`src/rtl/seven_seg_pkg.sv`:
```
// Shared constants for the seven-segment scanner: segment patterns in a..g
// order (index 0 is segment a), active-low, plus the blink phase type.
package seven_seg_pkg;

  typedef logic [0:6] seg_t;

  localparam seg_t SEG_BLANK = 7'b1111111;

  localparam seg_t SEG_0 = 7'b0000001;
  localparam seg_t SEG_1 = 7'b1001111;
  localparam seg_t SEG_2 = 7'b0010010;
  localparam seg_t SEG_3 = 7'b0000110;
  localparam seg_t SEG_4 = 7'b1001100;
  localparam seg_t SEG_5 = 7'b0100100;
  localparam seg_t SEG_6 = 7'b0100000;
  localparam seg_t SEG_7 = 7'b0001111;
  localparam seg_t SEG_8 = 7'b0000000;
  localparam seg_t SEG_9 = 7'b0001100;
  localparam seg_t SEG_A = 7'b0001000;
  localparam seg_t SEG_B = 7'b1100000;
  localparam seg_t SEG_C = 7'b0110001;
  localparam seg_t SEG_D = 7'b1000010;
  localparam seg_t SEG_E = 7'b0110000;
  localparam seg_t SEG_F = 7'b0111000;

  // Blink phase: lit digits show normally, dark digits are forced off
  typedef enum logic {
    BLINK_LIT  = 1'b0,
    BLINK_DARK = 1'b1
  } blink_phase_e;

endpackage

```
`src/rtl/seg7_hex_decode.sv`:
```
// Nibble to active-low seven-segment pattern. Codes 10..15 show A,b,C,d,E,F
// only when HEX_MODE is nonzero; otherwise they are blanked.
module seg7_hex_decode
  import seven_seg_pkg::*;
#(
  parameter int HEX_MODE = 0
) (
  input  logic [3:0] nibble_i,
  output logic [0:6] seg_o
);

  // Pure lookup; decimal codes are always shown, hex letters are optional
  always_comb begin
    seg_o = SEG_BLANK;
    case (nibble_i)
      4'h0: seg_o = SEG_0;
      4'h1: seg_o = SEG_1;
      4'h2: seg_o = SEG_2;
      4'h3: seg_o = SEG_3;
      4'h4: seg_o = SEG_4;
      4'h5: seg_o = SEG_5;
      4'h6: seg_o = SEG_6;
      4'h7: seg_o = SEG_7;
      4'h8: seg_o = SEG_8;
      4'h9: seg_o = SEG_9;
      4'hA: seg_o = (HEX_MODE != 0) ? SEG_A : SEG_BLANK;
      4'hB: seg_o = (HEX_MODE != 0) ? SEG_B : SEG_BLANK;
      4'hC: seg_o = (HEX_MODE != 0) ? SEG_C : SEG_BLANK;
      4'hD: seg_o = (HEX_MODE != 0) ? SEG_D : SEG_BLANK;
      4'hE: seg_o = (HEX_MODE != 0) ? SEG_E : SEG_BLANK;
      4'hF: seg_o = (HEX_MODE != 0) ? SEG_F : SEG_BLANK;
      default: seg_o = SEG_BLANK;
    endcase
  end

endmodule

```
`src/rtl/seven_segment_scanner.sv`:
```
// Multiplexed seven-segment display scanner. Each digit owns a slot of
// SCAN_DIV cycles whose first cycle is anode dead time. Inputs are captured
// once per frame at the start of slot 0 so a frame never shows torn data.
// All outputs are registered: the output cycle after an edge reflects the
// slot position the prescaler held at that edge.
module seven_segment_scanner
  import seven_seg_pkg::*;
#(
  parameter int NUM_DIGITS = 4,
  parameter int SCAN_DIV   = 50000,
  parameter int HEX_MODE   = 0,
  parameter int BLINK_DIV  = 64
) (
  input  logic                    clk,
  input  logic                    rst_n,
  input  logic                    enable,
  input  logic [4*NUM_DIGITS-1:0] digits,
  input  logic [NUM_DIGITS-1:0]   dp_in,
  input  logic [NUM_DIGITS-1:0]   blink_en,
  input  logic                    blank_lz,
  output logic [0:6]              seg,
  output logic                    dp_n,
  output logic [NUM_DIGITS-1:0]   an_n,
  output logic                    frame_tick
);

  localparam int CNT_W = $clog2(SCAN_DIV);
  localparam int IDX_W = (NUM_DIGITS > 1) ? $clog2(NUM_DIGITS) : 1;
  localparam int BLK_W = (BLINK_DIV > 1) ? $clog2(BLINK_DIV) : 1;

  localparam logic [CNT_W-1:0]      CNT_LAST  = CNT_W'(SCAN_DIV - 1);
  localparam logic [IDX_W-1:0]      IDX_LAST  = IDX_W'(NUM_DIGITS - 1);
  localparam logic [BLK_W-1:0]      BLK_LAST  = BLK_W'(BLINK_DIV - 1);
  localparam logic [NUM_DIGITS-1:0] ANODE_ONE = NUM_DIGITS'(1);

  logic [CNT_W-1:0]      prescale_q, prescale_d;
  logic [IDX_W-1:0]      idx_q, idx_d;
  logic [BLK_W-1:0]      blinkCnt_q, blinkCnt_d;
  blink_phase_e          blinkPhase_q, blinkPhase_d;
  logic [4*NUM_DIGITS-1:0] snapDigits_q;
  logic [NUM_DIGITS-1:0] snapDp_q, snapBlink_q;
  logic                  snapBlankLz_q;
  logic [0:6]            seg_q, seg_d;
  logic                  dpN_q, dpN_d;
  logic [NUM_DIGITS-1:0] anN_q, anN_d;
  logic                  frameTick_q;

  logic                    firstSlot, slotEnd, frameEnd;
  logic [4*NUM_DIGITS-1:0] effDigits;
  logic [NUM_DIGITS-1:0]   effDp, effBlink;
  logic                    effBlankLz;
  logic [3:0]              curNibble;
  logic                    curLz, curDp, curBlink, allZero, blinkedOff;
  logic [0:6]              segLit;

  // In the first cycle of a frame the live inputs are used directly, since
  // the snapshot registers only capture them at that same edge
  always_comb begin
    firstSlot  = (prescale_q == '0) && (idx_q == '0);
    slotEnd    = (prescale_q == CNT_LAST);
    frameEnd   = slotEnd && (idx_q == IDX_LAST);
    effDigits  = firstSlot ? digits   : snapDigits_q;
    effDp      = firstSlot ? dp_in    : snapDp_q;
    effBlink   = firstSlot ? blink_en : snapBlink_q;
    effBlankLz = firstSlot ? blank_lz : snapBlankLz_q;
  end

  // Slot timing and blink phase; the phase advances on the last cycle of a
  // frame so it is already settled when the next frame begins
  always_comb begin
    prescale_d   = slotEnd ? '0 : prescale_q + 1'b1;
    idx_d        = idx_q;
    blinkCnt_d   = blinkCnt_q;
    blinkPhase_d = blinkPhase_q;
    if (slotEnd) begin
      idx_d = (idx_q == IDX_LAST) ? '0 : idx_q + 1'b1;
    end
    if (frameEnd) begin
      if (blinkCnt_q == BLK_LAST) begin
        blinkCnt_d   = '0;
        blinkPhase_d = (blinkPhase_q == BLINK_LIT) ? BLINK_DARK : BLINK_LIT;
      end else begin
        blinkCnt_d = blinkCnt_q + 1'b1;
      end
    end
  end

  // Walk from the most significant digit down so allZero tells whether the
  // selected digit and everything above it are zero
  always_comb begin
    allZero   = 1'b1;
    curNibble = 4'h0;
    curLz     = 1'b0;
    curDp     = 1'b0;
    curBlink  = 1'b0;
    for (int i = NUM_DIGITS - 1; i >= 0; i--) begin
      allZero = allZero & (effDigits[i*4 +: 4] == 4'h0);
      if (IDX_W'(i) == idx_q) begin
        curNibble = effDigits[i*4 +: 4];
        curLz     = allZero && (i != 0);
        curDp     = effDp[i];
        curBlink  = effBlink[i];
      end
    end
  end

  seg7_hex_decode #(
    .HEX_MODE(HEX_MODE)
  ) uDecode (
    .nibble_i(curNibble),
    .seg_o   (segLit)
  );

  // Final per-slot pattern: blinking wins over everything, leading-zero
  // blanking only affects the segments, and the first slot cycle is dead time
  always_comb begin
    blinkedOff = curBlink && (blinkPhase_q == BLINK_DARK);
    seg_d      = (blinkedOff || (effBlankLz && curLz)) ? SEG_BLANK : segLit;
    dpN_d      = blinkedOff ? 1'b1 : ~curDp;
    anN_d      = (prescale_q == '0) ? '1 : ~(ANODE_ONE << idx_q);
  end

  // State and registered outputs; while disabled everything holds except
  // the anodes, which are switched off
  always_ff @(posedge clk) begin
    if (!rst_n) begin
      prescale_q    <= '0;
      idx_q         <= '0;
      blinkCnt_q    <= '0;
      blinkPhase_q  <= BLINK_LIT;
      snapDigits_q  <= '0;
      snapDp_q      <= '0;
      snapBlink_q   <= '0;
      snapBlankLz_q <= 1'b0;
      seg_q         <= SEG_BLANK;
      dpN_q         <= 1'b1;
      anN_q         <= '1;
      frameTick_q   <= 1'b0;
    end else if (enable) begin
      prescale_q   <= prescale_d;
      idx_q        <= idx_d;
      blinkCnt_q   <= blinkCnt_d;
      blinkPhase_q <= blinkPhase_d;
      if (firstSlot) begin
        snapDigits_q  <= digits;
        snapDp_q      <= dp_in;
        snapBlink_q   <= blink_en;
        snapBlankLz_q <= blank_lz;
      end
      seg_q       <= seg_d;
      dpN_q       <= dpN_d;
      anN_q       <= anN_d;
      frameTick_q <= firstSlot;
    end else begin
      anN_q       <= '1;
      frameTick_q <= 1'b0;
    end
  end

  assign seg        = seg_q;
  assign dp_n       = dpN_q;
  assign an_n       = anN_q;
  assign frame_tick = frameTick_q;

endmodule
```
`config.mk`:
```
export PLATFORM = sky130hd
export DESIGN_NAME = seven_segment_scanner
export DESIGN_NICKNAME = d
export VERILOG_FILES = /design/src/rtl/seven_seg_pkg.sv /design/src/rtl/seg7_hex_decode.sv /design/src/rtl/seven_segment_scanner.sv
export SDC_FILE = /design/constraint.sdc
export NUM_CORES = 1
export LEC_CHECK = 0
export CAP_MARGIN = 5
export CORE_MARGIN = 8
export CORE_UTILIZATION = 57
export DETAILED_ROUTE_END_ITERATION = 12
export DONT_BUFFER_PORTS = 1
export PLACE_DENSITY = 0.82
export SYNTH_ARGS = -nofsm -noshare
export SYNTH_HDL_FRONTEND = slang
export SYNTH_SLANG_ARGS = --single-unit
```
`constraint.sdc`:
```
create_clock -name clk -period 2.85 [get_ports clk]
set_input_delay 0.4275 -clock clk [delete_from_list [all_inputs] [get_ports clk]]
set_output_delay 0.4275 -clock clk [all_outputs]
set_load 0.02 [all_outputs]
```
# == Word level (Yosys, flattened, before mapping) ==
# Memories as Yosys holds them, arrays and structs flattened.
# Cells that the tools add are included.
# word_totals
romBits,112
regBits,63
elab_cells,70
memories,1
inputBits,28
out_inout_bits,13
# op_classes
reduce_logical,15
mux,26
addsub,3
bitwise_logic,6
eq_ne,6
shift,1
# mem_list
name,words,word_bits,rd,rd_ports_with_merged_regs,write_ports,line,source
(no name shown),16,7,1,0,0,seg7_hex_decode.sv:15,case (nibble_i)
# ops
cell,n
$mux W16,2
$mux W4,6
$add A16 B1 Y16 const B,1
$eq A16 B16 Y1 const B,1
$logic_not A16 Y1,1
$mux W1,15
$logic_not A4 Y1,3
$mux W7,1
$add A6 B1 Y6 const B,1
$eq A6 B6 Y1 const B,1
$mux W6,1
$reduce_and A2 Y1,3
$eq A2 B2 Y1 const A,2
$logic_and A1 B1 Y1,4
$not A4 Y4,1
$shl A1 B2 Y4 const A,1
$not A1 Y1,3
$reduce_and A3 Y1,1
$reduce_or A3 Y1,1
$add A2 B1 Y2 const B,1
$and A1 B1 Y1,2
$eq A1 B2 Y1 const A,1
$eq A2 B2 Y1 const B,1
$logic_not A2 Y1,1
2 further kinds,2

# == Logic depth before layout (Yosys ltp) ==
# Gate-level depths: netlist (run 1).
# depth
ltp_word,11
depth_mapped,13
mapped_depth_nobuf,11

# == Modules after synthesis ==
# From an unflattened synthesis (run 1), not the netlist that was laid out.
# unflattened
hier_cells,386
hier_area_um2,3331.9
# by_module_without_submodules
mod,area_per_inst_um2,cells_each,seq_area_each_um2,n_inst
seven_segment_scanner,3090.5,352,1261.2,1
seg7_hex_decode,241.5,34,0.0,1

# == Least setup slack after synthesis (run 1) ==
# No wires, ideal clock.
# synth_timing
path_kind,flip-flop to flip-flop
start,register idx_q[0]
end,register seg_q (netlist bit seg[4])
path_stages_with_launch,14
required_time_ns,2.771
path_slack_ns,0.007
t_arrival_ns,2.764
setup_time_ns,0.079
path_buffers,2
period_less_slack_ns,2.843
cell_sequence,dfxtp_1 inv_1 ha_1 buf_2 nor4b_1 and4_1 buf_6 mux2_1 a221oi_1 a221o_1 inv_1 ha_1 mux2_4 a211oi_2
# synth_via
elab_chain_cells,11
word_cells_on_any_way,30
cone_classes,eq/ne: 3; mux: 16; bitwise: 2; reduce/logical: 8; memory: 1
# synth_rtl
item,line,source
from (decl),seven_segment_scanner.sv:37,"logic [IDX_W-1:0] idx_q, idx_d;"
from (signal assigned),seven_segment_scanner.sv:141,idx_q <= idx_d;
"parallel branches: the longest is 10 deep, another holds $mem_v2 Z16 W7",--,
$mux W7 *,seven_segment_scanner.sv:118,seg_d = (blinkedOff || (effBlankLz && curLz)) ? SEG_BLANK : segLit;
to (signal assigned),seven_segment_scanner.sv:150,seg_q <= seg_d;
to (decl),seven_segment_scanner.sv:43,"logic [0:6] seg_q, seg_d;"
# Every way passes the cells marked *.
# A chain may end at the register's enable or synchronous reset.

# == Final worst setup path (run 1) ==
# Ends and elaborated chain as after synthesis.

==> flow_metrics.env, run 1 <==
export IMPL_cts_root_buffer="clkbuf_8"
export IMPL_grt_pass1_wl_mm=12.0
export IMPL_clk_latency_ns=0.34
export IMPL_finalHoldViolCount=0
export IMPL_coreArea_um2=5510
export IMPL_comb_power_share_pct=12.9
export IMPL_drv_cap=0
export IMPL_dpl_cell_area_um2=3330
export IMPL_syn_area_um2=3230
export IMPL_cts_buffers=9
export IMPL_hold_ws_ns=0.213
export IMPL_synth_distinct_cells=57
export IMPL_synth_warnings=0
export IMPL_cts_max_path_buffers=2
export IMPL_fin_area_um2=3590
export IMPL_areaGrowthSynthToFinish_pct=11.1
export IMPL_die_h_um=91.3
export IMPL_yosys_register_bits=63
export IMPL_tightest_slew_ns=0.528
export IMPL_power_frac_clock_pct=41.8
export IMPL_grt_overflow_total=0
export IMPL_initialDrtViolationCount=202
export IMPL_power_switching_mw=0.554
export IMPL_power_leakage_nw=1.44
export IMPL_antenna_found_initial=0
export IMPL_io_pins=41
export IMPL_start_util_pct=58.7
export IMPL_peakVddDrop_mv=0.381
export IMPL_synth_flop_cell="dfxtp_1"
export IMPL_max_freq_mhz=364
export IMPL_wl_per_cell_um=16.0
export IMPL_setup_viol=0
export IMPL_syn_nets=409
export IMPL_cts_tree="built"
export IMPL_run_status="finished, final reports clean"
export IMPL_fin_crit_sh_pct=96.5
export IMPL_cp_max_fo=5
export IMPL_async_flop_share_pct=0
export IMPL_avgSynthCellArea_um2=8.79
export IMPL_fin_tns_setup_ns=0
export IMPL_ys_seq_area_share_pct=39.0
export IMPL_fill_cells=451
export IMPL_critPathArrivalTime_ns=3.02
export IMPL_antennaDiodeCount=0
export IMPL_drv_slew=0
export IMPL_port_buffer_count=0
export IMPL_worst_setup_path_start_kind="flip-flop"
export IMPL_fin_cells=451
export IMPL_drtAntennaViolNets=0
export IMPL_cts_hold_buffers=0
export IMPL_syn_inst=368
export IMPL_power_total_mw=2.22
export IMPL_grt_max_degree=39
export IMPL_worstPathRequired_ns=3.12
export IMPL_drt_wl_total_mm=7.20
export IMPL_nets=415
export IMPL_post_route_util_pct=65.3
export IMPL_drive_above_1_share_pct=14.0
export IMPL_grt_pass1_vias=2485
export IMPL_crit_type="reg -> reg"
export IMPL_chipWidth_um=91.3
export IMPL_clkSinkCount=63
export IMPL_dp_slack_ns=0.0652
export IMPL_drc=0
export IMPL_power_frac_seq_pct=45.3
export IMPL_dp_hpwl_mm=5.17
export IMPL_switching_share_pct=25.0
export IMPL_critPathCaptureType="flip-flop"
export IMPL_relSlewSlack_pct=64.7
export IMPL_htreeDepth=3
export IMPL_hp_class="in -> reg"
export IMPL_place_gp_congestion=0.860
export IMPL_p_int_mw=1.66
export IMPL_grt_usage_pct=17.7
export IMPL_finalClockSkew_ns=0.00926
export IMPL_period_minus_slack_ns=2.75
export IMPL_cts_clk_slew_worst_paths_ns=0.07
export IMPL_mostFrequentLayoutCell="nand2_1"
export IMPL_die_area_um2=8340
export IMPL_p_per_area_nw_per_um2=617
export IMPL_synth_edff_count=0
export IMPL_place_inst=434
export IMPL_rows=27
export IMPL_vias=2551
export IMPL_drt_pass1_iterations=4
export IMPL_mostFrequentLayoutCells="nand2_1 (76), dfxtp_1 (61), nor2_1 (40), a21boi_0 (18)"
export IMPL_avgViaCountPerCell=5.66
export IMPL_setup_slack_ns=0.0999
[worst paths after layout]
path,start,cells after the start,slack [ns],endpoint
setup / recovery,idx_q[0]$_SDFFE_PN0P_,11,0.1,seg[4]$_SDFFE_PN1P_
hold / removal,digits[14],2,0.21,snapDigits_q[14]$_SDFFE_PN0P_
setup reg to reg,idx_q[0]$_SDFFE_PN0P_,11,0.1,seg[4]$_SDFFE_PN1P_
hold reg to reg,snapDigits_q[0]$_SDFFE_PN0P_,2,0.46,snapDigits_q[0]$_SDFFE_PN0P_
[layer usage]
metal  up-vias  track usage [%]  wire, um
met1      1222             21.8      3370
met3         8             7.65       490
met5         -                0         0
met4         0             6.41        90
met2        58             26.7      3250
li1       1263                -         -
[critical path, cell delays in order, from the launching register on]
cell	delay, ns
dfxtp_1	0.35
inv_1	0.10
ha_1	0.17
nor4b_2	0.21
and4_4	0.30
mux2_1	0.35
a221oi_1	0.28
a221o_1	0.17
inv_1	0.08
ha_1	0.19
mux2_4	0.27
a211oi_2	0.20
[kinds of logic (layout without fill, tap and decap cells)]
logic type / Yosys count / in the layout / synth area share [%]
simple gates: 169 / 169 / 25.5
flops: 63 / 63 / 39.0
buf+inv: 27 / 38 / 3.52
fa+ha+maj: 13 / 13 / 5.03
xor+xnor: 21 / 21 / 5.69
compound gates: 57 / 57 / 15.2
mux: 18 / 18 / 6.03
[final cells by class]
| type | count | area [um2] | area share [%] |
|---|---|---|---|
| sequential | 63 | 1260 | 35.2 |
| timing repair buffer | 12 | 90.1 | 2.51 |
| clock inverter | 2 | 60.1 | 1.67 |
| inverter | 10 | 37.5 | 1.04 |
| tap | 72 | 90.1 | 2.51 |
| multi-input combinational | 278 | 1870 | 52.0 |
| clock buffer | 14 | 183 | 5.08 |
[flip-flops by register name, indices dropped and copies added, names as in the netlist]
signal         cells
snapBlankLz_q      1
snapDigits_q      16
snapBlink_q        4
seg                7
prescale_q        16
frame_tick         1
snapDp_q           4
blinkPhase_q       1
blinkCnt_q         6
an_n               4
dp_n               1
idx_q              2
[timing repair]
| action | 4_1_cts | 5_1_grt |
|---|---|---|
| setup buffers | 0 | 1 |
| setup endpoints to repair | 0 | 7 |
| gates resized for setup | 0 | 6 |
[synth_stat cells (all sizes together), types with 3 or more instances]
cell / count / area, um2
mux2i: 12 / 120
a21boi: 26 / 195
nor2: 40 / 150
xor2: 13 / 114
nor4: 4 / 55.1
a211oi: 4 / 45.1
and3: 8 / 55.1
and2: 4 / 25.0
mux2: 6 / 75.1
or4: 4 / 30.0
buf: 6 / 35.0
nor2b: 4 / 25.0
nand2: 76 / 285
a221oi: 3 / 38.8
clkbuf: 11 / 41.3
xnor2: 8 / 70.1
nand3: 13 / 65.1
ha: 13 / 163
o21ai: 4 / 20.0
a21oi: 6 / 30.0
nor3: 4 / 25.0
dfxtp: 63 / 1260
inv: 10 / 37.5
[power by group through the flow]
stage / clock (mW) / sequential (mW) / combinational (mW)
floorplan: 0 / 1.01 / 0.228
global placement: 0 / 1.02 / 0.265
detailed placement: 0 / 1.02 / 0.275
CTS: 0.937 / 1.00 / 0.280
global route: 0.991 / 1.01 / 0.316
finish: 0.927 / 1.00 / 0.285
(Power assumes the default switching activity.)
==> inputs of run 2 (changes only) <==
--- a/config.mk
+++ b/config.mk
@@ -5,12 +5,13 @@
 export SDC_FILE = /design/constraint.sdc
 export NUM_CORES = 1
 export LEC_CHECK = 0
+export ABC_AREA = 1
 export CAP_MARGIN = 5
 export CORE_MARGIN = 8
-export CORE_UTILIZATION = 57
+export CORE_UTILIZATION = 58
 export DETAILED_ROUTE_END_ITERATION = 12
 export DONT_BUFFER_PORTS = 1
-export PLACE_DENSITY = 0.82
+export PLACE_DENSITY = 0.83
 export SYNTH_ARGS = -nofsm -noshare
 export SYNTH_HDL_FRONTEND = slang
 export SYNTH_SLANG_ARGS = --single-unit
==> constraint.sdc (replaced) <==
create_clock -name clk -period 2.3 [get_ports clk]
set_input_delay 0.345 -clock clk [delete_from_list [all_inputs] [get_ports clk]]
set_output_delay 0.345 -clock clk [all_outputs]
set_load 0.02 [all_outputs]
==> run 2 against run 1 <==
Sequential share of layout area decreased by 8.2 points; the run now ends with setup timing left; count of clock-buffer cells in the layout shrank 5; global-route usage rose by 5.7 points.
==> flow_metrics.env, run 2 <==
export IMPL_synth_warnings=0
export IMPL_grt_pass1_vias=3785
export IMPL_yosysTopAreaCell="dfxtp_1"
export IMPL_critPathArrivalTime_ns=2.68
export IMPL_synth_top_area_share_pct=34.1
export IMPL_critPathCaptureType="flip-flop"
export IMPL_drive_above_1_share_pct=26.1
export IMPL_io_pins=41
export IMPL_avgSynthCellArea_um2=6.62
export IMPL_max_freq_mhz=413
export IMPL_start_util_pct=59.2
export IMPL_p_per_area_nw_per_um2=651
export IMPL_cts_tree="built"
export IMPL_initialDrtViolationCount=340
export IMPL_crit_path_start="prescale_q[0]$_SDFFE_PN0P_"
export IMPL_synth_flop_cell="dfxtp_1"
export IMPL_ys_top_cells_by_area="dfxtp_1 (34%), nand2_1 (15%), inv_1 (8.6%), nor2_1 (5.9%), ha_1 (4.4%)"
export IMPL_fin_tns_setup_ns=-0.651
export IMPL_rows=29
export IMPL_clk_latency_ns=0.36
export IMPL_tightest_slew_ns=0.500
export IMPL_peakVddDrop_mv=0.532
export IMPL_die_area_um2=9180
export IMPL_cp_cell_sequence="inv_2 -> ha_4 -> inv_2 -> nor2_4 -> nand2_2 -> nor2_4 -> nand4_1 -> nand3_1 -> nand2_1 -> nand2_1 -> nand2_1 -> nand2_2 -> buf_6 -> ha_4 -> nand3_4 -> buf_4 -> nand2_1 -> nand2_1 -> nand2_1 -> nand2_1"
export IMPL_max_stage_delay_ns=0.33
export IMPL_power_total_mw=3.07
export IMPL_nets=649
export IMPL_synth_xor_area_share_pct=0.948
export IMPL_hp_class="in -> reg"
export IMPL_synth_simple_gate_area_share_pct=35.0
export IMPL_synth_top_family_by_area="simple AND/OR/NAND/NOR gates"
export IMPL_mostFrequentLayoutCell="nand2_1"
export IMPL_fin_crit_sh_pct=105
export IMPL_yosys_register_bits=63
export IMPL_grt_pass1_wl_mm=17.0
export IMPL_synth_mux_area_share_pct=0.271
export IMPL_hold_start="enable"
export IMPL_synth_edff_count=0
export IMPL_drt_pass1_iterations=5
export IMPL_chipWidth_um=95.8
export IMPL_crit_type="reg -> reg"
export IMPL_syn_area_um2=3690
export IMPL_avgViaCountPerCell=5.93
export IMPL_cp_max_fo=6
export IMPL_cts_buffers=9
export IMPL_r2r_start="prescale_q[0]$_SDFFE_PN0P_"
export IMPL_areaGrowthSynthToFinish_pct=27.4
export IMPL_cts_clk_slew_worst_paths_ns=0.08
export IMPL_coreArea_um2=6240
export IMPL_port_buffer_count=0
export IMPL_ys_seq_area_share_pct=34.1
export IMPL_relSlewSlack_pct=66.7
export IMPL_grt_max_degree=47
export IMPL_clkSinkCount=63
export IMPL_drv_cap=0
export IMPL_synth_compound_area_share_pct=13.7
export IMPL_violations="setup timing"
export IMPL_antennaDiodeCount=0
export IMPL_cts_max_path_buffers=2
export IMPL_vias=4090
export IMPL_syn_inst=558
export IMPL_place_gp_congestion=0.889
export IMPL_drv_slew=0
export IMPL_grt_usage_pct=23.4
export IMPL_setup_viol=7
export IMPL_rrSetupSlack_ns=-0.12
export IMPL_finalHoldViolCount=0
export IMPL_power_leakage_nw=2.29
export IMPL_htreeDepth=3
export IMPL_drc=0
export IMPL_mostFrequentLayoutCells="nand2_1 (125), inv_1 (76), dfxtp_1 (57), nor2_1 (53), buf_4 (45)"
export IMPL_worstPathRequired_ns=2.56
export IMPL_syn_nets=599
export IMPL_period_minus_slack_ns=2.42
export IMPL_drt_wl_total_mm=11.7
export IMPL_die_h_um=95.8
export IMPL_synth_common_cells="nand2_1 (145), inv_1 (85), dfxtp_1 (63)"
export IMPL_cts_hold_buffers=0
export IMPL_cts_root_buffer="clkbuf_8"
export IMPL_critPathMostFrequentCell="nand2_1"
export IMPL_cpMaxStageDelayCell="dfxtp_2"
export IMPL_setup_slack_ns=-0.120
export IMPL_yosysMostFrequentCell="nand2_1"
export IMPL_grt_overflow_total=0
export IMPL_rsz0062_at_grt="yes"
export IMPL_drtAntennaViolNets=0
export IMPL_synth_fa_ha_area_share_pct=4.40
export IMPL_antenna_found_initial=0
export IMPL_async_flop_share_pct=0
export IMPL_synth_distinct_cells=40
export IMPL_run_status="complete, but fails checks"
export IMPL_worst_setup_path_start_kind="flip-flop"
export IMPL_wl_per_cell_um=16.9
export IMPL_finalClockSkew_ns=0.00685
export IMPL_dp_hpwl_mm=7.00
[run 2: per-layer routing]
layer / GRT usage, % / up-vias / part of all wire, %
li1: - / 1876 / -
met1: 24.8 / 1902 / 35
met2: 40.7 / 254 / 50
met3: 7.64 / 58 / 9.9
met4: 11.9 / 0 / 4.4
met5: 0 / - / 0
[run 2: layout make-up]
type | count | area (um2)
Tap cell | 77 | 96.3
Clock inverter | 7 | 121
Inverter | 90 | 342
Fill cell | 379 | 1530
Multi-Input combinational cell | 388 | 2290
Timing Repair Buffer | 56 | 470
Clock buffer | 9 | 124
Sequential cell | 63 | 1270
[run 2: worst paths after layout]
check                               endpoint  cells after the start
hold / removal           seg[6]$_SDFFE_PN1P_                      2
setup reg to reg         seg[5]$_SDFFE_PN1P_                     20
setup / recovery         seg[5]$_SDFFE_PN1P_                     20
hold reg to reg   blinkCnt_q[1]$_SDFFE_PN0P_                      2
[run 2: worst max-delay path: cells and delay by family (launching register included)]
kind,cells,cell delay [ns]
adders and majority gates,2,0.30
DFF,1,0.33
and+or+nand+nor,14,1.30
buffers and inverters,4,0.39
[run 2: cells by family after synthesis]
logic type	count (synthesis)
AO/OA/AOI/OAI	87
flip-flops	63
adder cells (fa/ha/maj)	13
buffers and inverters	108
multiplexers	1
XOR/XNOR	4
AND/OR/NAND/NOR	282
[run 2: per-stage QoR]
stage	area, um2	setup slack, ns	hold WS [ns]	std cells	utilization [%]
4_1_cts	4400	0.0103	0.0916	681	70.6
3_3_place_gp	4010	0.0268	0.460	657	64.2
2_1_floorplan	3700	0.00293	0.440	558	-
3_5_place_dp	4010	-0.0927	0.466	657	64.2
6_report	4710	-0.120	0.0851	690	75.4
5_1_grt	4710	-0.267	0.0823	690	75.4
[run 2: what timing repair did]
action | 4_1_cts | 5_1_grt
setup endpoints to repair | 5 | 9
pin swaps | 15 | 39
buffers inserted | 7 | 9
gates cloned | 1 | 0
gates resized for setup | 24 | 62
[run 2: where the power goes]
group | switching [mW] | total, mW | leakage, nW | internal [mW]
Sequential | 0.0620 | 1.21 | 0.519 | 1.15
Clock | 0.480 | 1.20 | 0.112 | 0.720
Combinational | 0.392 | 0.654 | 1.66 | 0.263
Total | 0.933 | 3.07 | 2.29 | 2.13
